<file path="src/rtl/lc3_mem_ctrl_pkg.sv">
// Shared types and constants for the LC-3 memory controller slice.
// Holds the memory-cycle state encoding, the R_W meanings and the wait-counter width.
package lc3_mem_pkg;

    typedef enum logic [1:0] {
        IDLE   = 2'd0,
        ACCESS = 2'd1,
        FINISH = 2'd2
    } mem_state_t;

    localparam logic MEM_READ  = 1'b0;
    localparam logic MEM_WRITE = 1'b1;

    localparam int CNT_W = 8;

endpackage

</file>
<file path="src/rtl/lc3_mem_ctrl_ld_reg.sv">
// Width-parametrised load-enable register with synchronous active-high reset.
// Used for both MAR and MDR.
module lc3_ld_reg #(
    parameter int W = 16
) (
    input  logic         Clk,
    input  logic         Reset,
    input  logic         i_ld,
    input  logic [W-1:0] i_d,
    output logic [W-1:0] o_q
);

    logic [W-1:0] r_q;

    always_ff @(posedge Clk) begin
        if (Reset) begin
            r_q <= '0;
        end else if (i_ld) begin
            r_q <= i_d;
        end
    end

    assign o_q = r_q;

endmodule

</file>
<file path="src/rtl/lc3_mem_ctrl.sv">
// MAR/MDR pair plus memory-cycle FSM (IDLE -> ACCESS -> FINISH) between the CPU bus and SRAM/IO.
// Handshake: i_Req is a one-cycle start sampled only in IDLE; o_Done is a one-cycle completion pulse.
module lc3_mem_ctrl
    import lc3_mem_pkg::*;
#(
    parameter int DATA_W      = 16,
    parameter int ADDR_W      = 16,
    parameter int WAIT_CYCLES = 2,
    parameter int USE_READY   = 0,
    parameter int TIMEOUT     = 64
) (
    input  logic              Clk,
    input  logic              Reset,
    input  logic [DATA_W-1:0] i_Bus_In,
    input  logic              i_LD_MAR,
    input  logic              i_LD_MDR,
    input  logic              i_Req,
    input  logic              i_R_W,
    input  logic [DATA_W-1:0] i_Mem_RData,
    input  logic              i_Mem_Ready,
    output logic [ADDR_W-1:0] o_MAR,
    output logic [DATA_W-1:0] o_MDR,
    output logic [ADDR_W-1:0] o_Mem_Addr,
    output logic [DATA_W-1:0] o_Mem_WData,
    output logic              o_Mem_CE,
    output logic              o_Mem_WE,
    output logic              o_Busy,
    output logic              o_Done,
    output logic              o_Err,
    output mem_state_t        o_dbg_state
);

    localparam logic [CNT_W-1:0] WAIT_LAST    = CNT_W'(WAIT_CYCLES - 1);
    localparam logic [CNT_W-1:0] TIMEOUT_LAST = CNT_W'(TIMEOUT - 1);

    mem_state_t        r_state;
    mem_state_t        w_next_state;
    logic              r_rw;
    logic              r_err;
    logic [CNT_W-1:0]  r_cnt;

    logic              w_idle;
    logic              w_end;
    logic              w_timeout;
    logic              w_capture;
    logic              w_mar_ld;
    logic              w_mdr_ld;
    logic [DATA_W-1:0] w_mdr_d;
    logic [ADDR_W-1:0] w_mar_q;
    logic [DATA_W-1:0] w_mdr_q;

    assign w_idle = (r_state == IDLE);

    always_comb begin
        w_next_state = r_state;
        w_end        = 1'b0;
        w_timeout    = 1'b0;
        case (r_state)
            IDLE: begin
                if (i_Req) begin
                    w_next_state = ACCESS;
                end
            end
            ACCESS: begin
                // Ready wins over the timeout when both land in the same cycle.
                if (USE_READY != 0) begin
                    if (i_Mem_Ready) begin
                        w_end = 1'b1;
                    end else if (r_cnt == TIMEOUT_LAST) begin
                        w_end     = 1'b1;
                        w_timeout = 1'b1;
                    end
                end else if (r_cnt == WAIT_LAST) begin
                    w_end = 1'b1;
                end
                if (w_end) begin
                    w_next_state = FINISH;
                end
            end
            FINISH: begin
                w_next_state = IDLE;
            end
            default: begin
                w_next_state = IDLE;
            end
        endcase
    end

    always_ff @(posedge Clk) begin
        if (Reset) begin
            r_state <= IDLE;
            r_rw    <= MEM_READ;
            r_err   <= 1'b0;
            r_cnt   <= '0;
        end else begin
            r_state <= w_next_state;
            if (w_idle) begin
                r_err <= 1'b0;
                if (i_Req) begin
                    r_rw  <= i_R_W;
                    r_cnt <= '0;
                end
            end else if (r_state == ACCESS) begin
                r_err <= w_timeout;
                r_cnt <= r_cnt + 1'b1;
            end
        end
    end

    // Memory capture has priority over the CPU-side MDR load.
    assign w_capture = (r_state == ACCESS) && w_end && !w_timeout && (r_rw == MEM_READ);
    assign w_mar_ld  = w_idle && i_LD_MAR;
    assign w_mdr_ld  = w_capture || (w_idle && i_LD_MDR);
    assign w_mdr_d   = w_capture ? i_Mem_RData : i_Bus_In;

    lc3_ld_reg #(.W(ADDR_W)) u_mar (
        .Clk   (Clk),
        .Reset (Reset),
        .i_ld  (w_mar_ld),
        .i_d   (i_Bus_In[ADDR_W-1:0]),
        .o_q   (w_mar_q)
    );

    lc3_ld_reg #(.W(DATA_W)) u_mdr (
        .Clk   (Clk),
        .Reset (Reset),
        .i_ld  (w_mdr_ld),
        .i_d   (w_mdr_d),
        .o_q   (w_mdr_q)
    );

    assign o_MAR       = w_mar_q;
    assign o_MDR       = w_mdr_q;
    assign o_Mem_Addr  = w_mar_q;
    assign o_Mem_WData = w_mdr_q;
    assign o_Mem_CE    = (r_state == ACCESS);
    assign o_Mem_WE    = (r_state == ACCESS) && (r_rw == MEM_WRITE);
    assign o_Busy      = !w_idle;
    assign o_Done      = (r_state == FINISH);
    assign o_Err       = (r_state == FINISH) && r_err;
    assign o_dbg_state = r_state;

endmodule

</file>
<file path="config.mk">
export PLATFORM = sky130hd
export DESIGN_NAME = lc3_mem_ctrl
export DESIGN_NICKNAME = d
export VERILOG_FILES = /design/src/rtl/lc3_mem_ctrl_pkg.sv /design/src/rtl/lc3_mem_ctrl_ld_reg.sv /design/src/rtl/lc3_mem_ctrl.sv
export SDC_FILE = /design/constraint.sdc
export NUM_CORES = 1
export LEC_CHECK = 0
export ABC_AREA = 1
export BUFFER_PORTS_ARGS = -buffer_cell sky130_fd_sc_hd__buf_4
export CAP_MARGIN = 20
export CORE_MARGIN = 1
export CORE_UTILIZATION = 40
export CTS_CLUSTER_SIZE = 8
export DETAILED_ROUTE_END_ITERATION = 8
export PLACE_DENSITY = 0.83
export RECOVER_POWER = 25
export SLEW_MARGIN = 20
export SYNTH_ARGS = -nofsm -noshare
export SYNTH_HDL_FRONTEND = slang
export SYNTH_SLANG_ARGS = --single-unit
export TNS_END_PERCENT = 50
</file>
<file path="constraint.sdc">
create_clock -name Clk -period 2.2 [get_ports Clk]
set_input_delay 0.22 -clock Clk [delete_from_list [all_inputs] [get_ports Clk]]
set_output_delay 0.22 -clock Clk [all_outputs]
set_load 0.05 [all_outputs]
</file>
==> impl_results.md <==
* Max FO, Critical Path at 22
* Root buffer cell: clkbuf_8
* CP Depth at 3
* Remaining antenna violation count after routing at 0
* Clock Skew at 5.11 ps
* Final period util at 79.5%
* Hold Path Depth at 3
* Iter 0 DRT Violations at 163
* Die width at 77.1 um
* Num CTS Buffers at 5
* Post-synth top area cell: dfxtp_1
* Worst-path clk slew at 80 ps
* WP buf/inv at 2
* Final HPWL DP at 4380 um
* Setup crit start kind: flip-flop
* Inst Count DP at 455
* Ranking of synthesized cells by area: dfxtp_1 (38%), nand2_1 (11%), buf_4 (11%), nor2_1 (7.1%), a21oi_1 (5.1%)
* Sequence of cells on the critical path: nand2_1 -> inv_2 -> buf_4
* Initial Util at 42.9%
* Register bit total from synthesis at 43
* RSZ-0062 raised after global routing: false
* Delay-heaviest family, CP: buffers and inverters
* Main synth FF type: dfxtp_1
* Share of Yosys cell area claimed by the top area cell type at 38.1%
* Fin Setup TNS at 0 ps
* Via count at 2293
* Total die area at 5950 um2
* Top-count cell post-synth: nand2_1
* Remaining global-route overflow at 0
* Setup Slack @ Placement at 513 ps
* First-pass GRT wire length at 9480 um
* CTS tree: done
* Fmax at 0.572 GHz
* Synth cell count leaders: nand2_1 (67), dfxtp_1 (43), nor2_1 (43), buf_4 (33), inv_1 (26)
* Hold Path Class: primary input to flip-flop
* Finished Layout Cells at 463
* CP required at 1980 ps
* Slew at the pin closest to its max-slew limit at 603 ps
* Pin count of the biggest net entering global routing at 33
* Setup WS post-layout at 450 ps
* Final Hold Viols at 0
* Design area at 2810 um2
* Hold Buf Count CTS at 0
* IO buf count at 107
* FF-to-FF path depth at 6
* CP Capture Type: primary output
* GRT Total Usage at 20.0%
* DRC at 0
* Syn Area/Cell at 6.97 um2
* Synth unique cells at 25
* Post-synth EDFFs at 0
* Final Setup Violations at 0
* Area delta synth->final at 24.6%
* Asr flop ratio synth at 0%
* Skew-Pair Late Insertion Delay at 290 ps
* Final #Nets at 433
* Synthesized instance count at 324
* GPL Wtd Cong at 0.805
* Slowest stage delay, CP at 390 ps
* Synthesized cell area at 2260 um2
* Critical-path top delay cell: dfxtp_1
* Share of post-route cells with drive strength above 1 at 24.4%
* PostCTS Resize Cnt at 0
* Class of the most critical setup path: flip-flop to primary output
* DRT Wirelength at 5820 um
* Initial antenna violation count at 0
* H-tree depth at 2
* Setup Fix Bufs, Post-CTS at 0
* DR WL/cell at 12.6 um
* Pwr Density at 806 nW/um2
* Router iterations before antenna repair at 5
* ANT cells at 0
* DIE HEIGHT at 77.1 um
* Critical path arrival at 1530 ps
* Number of global-route vias before repair at 2057
* Clk buf depth at 2
* Vias/cell at 4.95
* Sequential area share after synthesis at 38.1%
* Final min period at 1750 ps
* Max VDD drop at 0.296 mV
* Status: finished clean
* Core ar. at 5270 um2
* Max-cap violations at 0
* Clk sink count at 43
* Total I/O pin count at 110
* Final Max Tran Viols at 0
* Cell Rows at 26
* Static Leakage at 1.35 nW
* Yosys Warn Count at 0
* Post-Syn Nets at 365
* Max-slew headroom at 60.0%
* Placed cell area at 2840 um2
## stage by stage
stage	util, %	hold slack (ps)	power [mW]
6_report	53.4	197	2.27
4_1_cts	55.4	191	2.33
3_3_place_gp	53.8	447	1.84
3_5_place_dp	53.8	481	1.86
5_1_grt	53.4	198	2.40
2_1_floorplan	-	299	1.64
## layout by cell type (no fill, tap or decap), types with 2 or more instances in the layout
cell      instances
a211oi_1          2
a21oi_1          23
buf_4            81
clkbuf_1         30
clkbuf_8          5
dfxtp_1          43
ha_1              2
inv_1            26
inv_2             2
nand2_1          67
nand2_2           2
nand3_1          19
nand4_1          17
nor2_1           43
nor2_2            2
nor4_1            2
o21ai_0          20
## power by group
part / leakage, nW / internal [mW] / total, mW / switching [mW]
Clock: 0.0422 / 0.223 / 0.474 / 0.251
Sequential: 0.354 / 0.843 / 0.894 / 0.0507
Combinational: 0.953 / 0.227 / 0.900 / 0.673
Total: 1.35 / 1.29 / 2.27 / 0.975
## worst min-delay path, stage by stage
cell and delay, ps:
buf_4 80, o21ai_0 70, nor2_1 80
## metal layers
metal / track usage [%] / up-vias / part of all wire (%)
li1: - / 1145 / -
met1: 23.4 / 1039 / 41
met4: 6.42 / 0 / 1.8
met5: 0 / - / 0
met3: 5.48 / 10 / 7.6
met2: 34.8 / 99 / 50
## final timing paths
check	startpoint	end	slack, ps
setup / recovery	o_dbg_state[0]$_SDFFE_PP0P_	o_Mem_CE	450
hold / removal	i_Bus_In[15]	u_mar.o_q[15]$_SDFFE_PP0P_	200
setup reg to reg	o_dbg_state[0]$_SDFFE_PP0P_	u_mdr.o_q[10]$_SDFFE_PP0P_	490
hold reg to reg	r_cnt[1]$_SDFFE_PP0P_	r_cnt[1]$_SDFFE_PP0P_	490
## layout make-up
cell class	instances	area [um2]
inverters	29	109
multi-input cells	204	962
repair buffers	109	713
fillers	548	2460
clock buffers	7	76.3
flip-flops and latches	43	861
well taps	70	87.6
clock inverters	1	5.00
## registers in the layout, indices dropped and copies added, names as in the netlist
signal / count
u_mar.o_q: 16
o_dbg_state: 2
r_cnt: 8
r_rw: 1
u_mdr.o_q: 16
## kinds of logic (layout without fill, tap and decap cells)
kind of cell | Yosys count | in the layout | share of synthesized area, %
simple gates | 156 | 156 | 31.1
compound gates | 45 | 45 | 10.2
fa+ha+maj | 2 | 2 | 1.11
flops | 43 | 43 | 38.1
other cells | 1 | 1 | 0.166
buf+inv | 77 | 146 | 19.3
Power figures use the tool's default switching activity.
